`src/rtl/data_bus_scanner.sv`:
```
// Reader side of the 4-source data bus: steps the mux select through i0..i3,
// waits a settle interval per source, samples d and publishes a 4-bit word.
module data_bus_scanner #(
  parameter int SETTLE_CYCLES = 2,
  parameter int CNT_W         = 4
) (
  input  logic       clk,
  input  logic       rst,
  input  logic       start,
  input  logic       continuous,
  input  logic       d,
  output logic       s0,
  output logic       s1,
  output logic       busy,
  output logic       valid,
  output logic [3:0] data,
  output logic       changed
);

  typedef enum logic [1:0] {
    IDLE   = 2'd0,
    SETTLE = 2'd1,
    SAMPLE = 2'd2
  } state_t;

  localparam logic [CNT_W-1:0] LP_CNT_LAST = CNT_W'(SETTLE_CYCLES - 1);

  state_t           r_state;
  logic [1:0]       r_idx;
  logic [CNT_W-1:0] r_cnt;
  logic [2:0]       r_shadow;
  logic [1:0]       r_sel;
  logic             r_busy;
  logic             r_valid;
  logic [3:0]       r_data;
  logic             r_changed;

  logic [3:0]       w_word;

  assign w_word = {d, r_shadow};

  // NOTE: all state lives in one clocked block using <= only; mixing blocking
  // assignments here would make later statements see same-cycle values.
  always_ff @(posedge clk) begin
    if (rst) begin
      r_state   <= IDLE;
      r_idx     <= 2'd0;
      r_cnt     <= '0;
      r_shadow  <= 3'b000;
      r_sel     <= 2'b00;
      r_busy    <= 1'b0;
      r_valid   <= 1'b0;
      r_data    <= 4'b0000;
      r_changed <= 1'b0;
    end else begin
      // NOTE: pulse outputs default low every cycle; the completion branch
      // below overrides them, so they can never stick high.
      r_valid   <= 1'b0;
      r_changed <= 1'b0;
      case (r_state)
        IDLE: begin
          r_sel <= 2'b00;
          if (start) begin
            r_state <= SETTLE;
            r_idx   <= 2'd0;
            r_cnt   <= '0;
            r_busy  <= 1'b1;
          end
        end
        SETTLE: begin
          if (r_cnt == LP_CNT_LAST) begin
            r_state <= SAMPLE;
          end else begin
            r_cnt <= r_cnt + 1'b1;
          end
        end
        SAMPLE: begin
          r_cnt <= '0;
          if (r_idx != 2'd3) begin
            r_shadow[r_idx] <= d;
            r_idx           <= r_idx + 2'd1;
            r_sel           <= r_idx + 2'd1;
            r_state         <= SETTLE;
          end else begin
            r_data    <= w_word;
            r_changed <= (w_word != r_data);
            r_valid   <= 1'b1;
            r_idx     <= 2'd0;
            r_sel     <= 2'b00;
            // Continuous mode chains straight into the next scan with no idle gap.
            if (continuous) begin
              r_state <= SETTLE;
              r_busy  <= 1'b1;
            end else begin
              r_state <= IDLE;
              r_busy  <= 1'b0;
            end
          end
        end
        default: begin
          r_state <= IDLE;
          r_busy  <= 1'b0;
          r_sel   <= 2'b00;
        end
      endcase
    end
  end

  assign s0      = r_sel[0];
  assign s1      = r_sel[1];
  assign busy    = r_busy;
  assign valid   = r_valid;
  assign data    = r_data;
  assign changed = r_changed;

endmodule

```
`config.mk`:
```
export PLATFORM = sky130hd
export DESIGN_NAME = data_bus_scanner
export DESIGN_NICKNAME = d
export VERILOG_FILES = /design/src/rtl/data_bus_scanner.sv
export SDC_FILE = /design/constraint.sdc
export NUM_CORES = 1
export LEC_CHECK = 0
export CORE_MARGIN = 2
export CORE_UTILIZATION = 52
export CTS_CLUSTER_DIAMETER = 150
export DETAILED_ROUTE_END_ITERATION = 7
export PLACE_DENSITY_LB_ADDON = 0.25
export SLEW_MARGIN = 15
export SYNTH_ARGS = -nofsm -noshare
export SYNTH_HDL_FRONTEND = slang
export SYNTH_SLANG_ARGS = --single-unit
export TNS_END_PERCENT = 50
```
`constraint.sdc`:
```
create_clock -name clk -period 1.8 [get_ports clk]
set_clock_uncertainty 0.15 [all_clocks]
set_input_delay 0.36 -clock clk [delete_from_list [all_inputs] [get_ports clk]]
set_output_delay 0.36 -clock clk [all_outputs]
set_load 0.005 [all_outputs]
```
==> load_flow_metrics.sql <==
INSERT INTO impl_metrics (metric_group, metric, value, unit) VALUES
('logic_synthesis', 'synth-xor-area-share', '0.03604', ''),
('clock_tree', 'post_cts_resized', '0', ''),
('setup_path', 'cpMaxStageDelayCell', 'clkdlybuf4s50_1', ''),
('logic_synthesis', 'synth.ff_latch_count', '20', ''),
('sta', 'timing.final.crit_share', '0.9460', ''),
('status', 'result_of_the_run', 'completed', ''),
('floorplanning', 'floorplan.die.height', '47.24', 'um'),
('detailed_routing', 'detailroute.via_count', '715', ''),
('floorplanning', 'placementRows', '15', ''),
('setup_path', 'critPathCaptureType', 'primary output', ''),
('grt', 'global_route.overflow_total', '0', ''),
('setup_path', 'wp_data_required', '1290', 'ps'),
('detailed_routing', 'vias_per_cell', '5.219', ''),
('clock_tree', 'post-cts-setup-buffer-count', '0', ''),
('floorplanning', 'core', '1745', 'um2'),
('detailed_routing', 'wl', '1685', 'um'),
('pwr', 'post-layout-total-power', '0.0007459', 'W'),
('logic_synthesis', 'post_synth_and_or_nand_nor_area_fraction', '0.2252', ''),
('final_layout', 'fin_nets', '125', ''),
('detailed_routing', 'final_antenna_net_count', '0', ''),
('logic_synthesis', 'synth-compound-area-share', '0.1313', ''),
('clock_tree', 'clock_tree.htree_level_count', '1', ''),
('grt', 'grt_antenna_before_repair', '0', ''),
('floorplanning', 'start_util', '0.5570', ''),
('grt', 'grt_pass1_wl', '2849', 'um'),
('clock_tree', 'cts-buffers-inserted', '3', ''),
('setup_path', 'cp_num_buf_inv', '1', ''),
('grt', 'grt_max_degree', '13', ''),
('clock_tree', 'cts_tree', 'built', ''),
('sta', 'timing.fmax', '587.3', 'MHz'),
('placed_design', 'gp_congestion', '0.7412', ''),
('logic_synthesis', 'synthArstFlopShare', '0', ''),
('detailed_routing', 'detail_route.drc_violations', '0', ''),
('setup_path', 'worstSetupStartpointType', 'flop', ''),
('setup_path', 'cp_top_family', 'buffers and inverters', ''),
('sta', 'totalNegativeSetupSlack', '0', 'ps'),
('setup_path', 'crit_arrival', '1190', 'ps'),
('logic_synthesis', 'portion_of_the_post_synthesis_area_used_by_sequential_elements', '0.4118', ''),
('detailed_routing', 'drt-pass1-iter-count', '3', ''),
('final_layout', 'most_common_library_cell_in_the_layout_ignoring_fill_and_taps', 'dfxtp_1', ''),
('placed_design', 'io_port_bufs', '13', ''),
('final_layout', 'multi_input_comb_area', '526.8', 'um2'),
('final_layout', 'antenna-diode-count', '0', ''),
('setup_path', 'timing.critical_path.fanout_max', '3', ''),
('sta', 'grt_setup_unrepaired', 'false', ''),
('floorplanning', 'floorplan.die.width', '47.24', 'um'),
('clock_tree', 'cts.path.max_buffers', '2', ''),
('logic_synthesis', 'post_synth_mux_area_share', '0.07207', ''),
('logic_synthesis', 'synth-edff-count', '0', ''),
('pwr', 'ir_worst_vdd', '432.3', 'uV'),
('final_layout', 'highest_count_cells_in_the_layout_ignoring_fill_and_taps', 'dfxtp_1, clkdlybuf4s50_1, a21oi_1, nor2_1, mux2i_1', ''),
('placed_design', 'dp_cells', '134', ''),
('setup_path', 'timing.critical_path.cells', 'clkdlybuf4s50_1', ''),
('detailed_routing', 'initialDrtViolationCount', '8', ''),
('floorplanning', 'floorplan.io_pins', '14', ''),
('final_layout', 'layout.area.seq', '400.4', 'um2'),
('sta', 'maxSlewViolCount', '0', ''),
('logic_synthesis', 'main_combinational_cell_family_by_area_after_synthesis', 'simple AND/OR/NAND/NOR gates', ''),
('sta', 'timing.final.crit_period', '1703', 'ps'),
('clock_tree', 'worstSkewPairLatency', '290', 'ps'),
('grt', 'track_usage', '0.1811', ''),
('placed_design', 'detailedPlacementHpwl', '1286', 'um'),
('final_layout', 'layout.filler_cells', '157', ''),
('setup_path', 'critical_path_class', 'flop to primary output', ''),
('clock_tree', 'postCtsHoldBufs', '0', ''),
('final_layout', 'area_growth_synth_to_finish', '17.76', '%'),
('logic_synthesis', 'synth_adder_area_share', '0.07722', ''),
('sta', 'hold-worst-slack', '307.4', 'ps'),
('logic_synthesis', 'yosys_warnings', '0', ''),
('sta', 'timing.slew.headroom', '0.6501', ''),
('logic_synthesis', 'syn_area_per_cell', '9.920', 'um2');
[path summary, 6_finish.rpt]
| path | from | endpoint | slack [ps] | cells after the start |
|---|---|---|---|---|
| min reg2reg | r_sel[1] | r_sel[1] | 310 | 2 |
| max reg2reg | r_cnt[0] | r_cnt[1] | 290 | 4 |
| max | data[2] | data[2] | 100 | 1 |
| min | r_sel[1] | r_sel[1] | 310 | 2 |
[worst reg2reg max path: cells and delay by family, from the launching register on]
kind            cells  cell delay [ps]
fa+ha+maj           1              190
flops               1              420
simple gates        1              380
compound gates      2              310
[layer usage]
metal | vias to the layer above | global-route usage | share of wire
li1 | 373 | - | -
met1 | 330 | 0.2181 | 0.46
met2 | 10 | 0.3000 | 0.50
met3 | 2 | 0.04615 | 0.026
met4 | 0 | 0.08333 | 0.0065
met5 | - | 0 | 0
[cell families after synthesis]
family          count (synthesis)
xor+xnor                        4
buf+inv                         9
fa+ha+maj                       6
simple gates                   33
mux                             7
compound gates                 19
flops                          20
[stage by stage]
step	worst slack, ps	instance area [um2]
finish	97.15	1145
global route	23.10	1145
CTS	75.75	1145
detailed placement	119.4	1122
global placement	160.5	1122
floorplan	425.3	972.2
[Yosys cell counts, types with 2 or more instances]
cell	instances	area (um2)
or3_1	4	25.02
and4bb_2	3	37.54
nand2_1	4	15.01
o211ai_1	4	30.03
nor2_1	8	30.03
ha_1	6	75.07
nor4_1	2	12.51
nor2b_1	2	12.51
clkbuf_1	2	7.510
inv_1	5	18.77
a21oi_1	9	45.04
dfxtp_1	20	400.4
mux2i_1	7	70.07
nand2b_4	2	27.53
xor2_1	4	35.03
[power breakdown]
part	total, W	switching [W]	internal, W
Combinational	0.0000778	0.0000354	0.0000423
Sequential	0.000465	0.0000144	0.000451
Clock	0.000203	0.000125	0.0000778
Total	0.000746	0.000175	0.000571
[final cells by class]
| type | instances | area share |
|---|---|---|
| multi-input combinational | 69 | 0.4601 |
| sequential | 20 | 0.3497 |
| timing repair buffer | 15 | 0.1268 |
| tap | 25 | 0.02732 |
| clock buffer | 3 | 0.01967 |
| inverter | 5 | 0.01639 |
[registers in the layout, summed over array words and instances, names as in the netlist]
name      flops
valid         1
r_idx         2
busy          1
r_shadow      3
r_sel         2
data          4
r_cnt         4
r_state       2
changed       1
No activity file was read; power rests on OpenSTA's default activity.
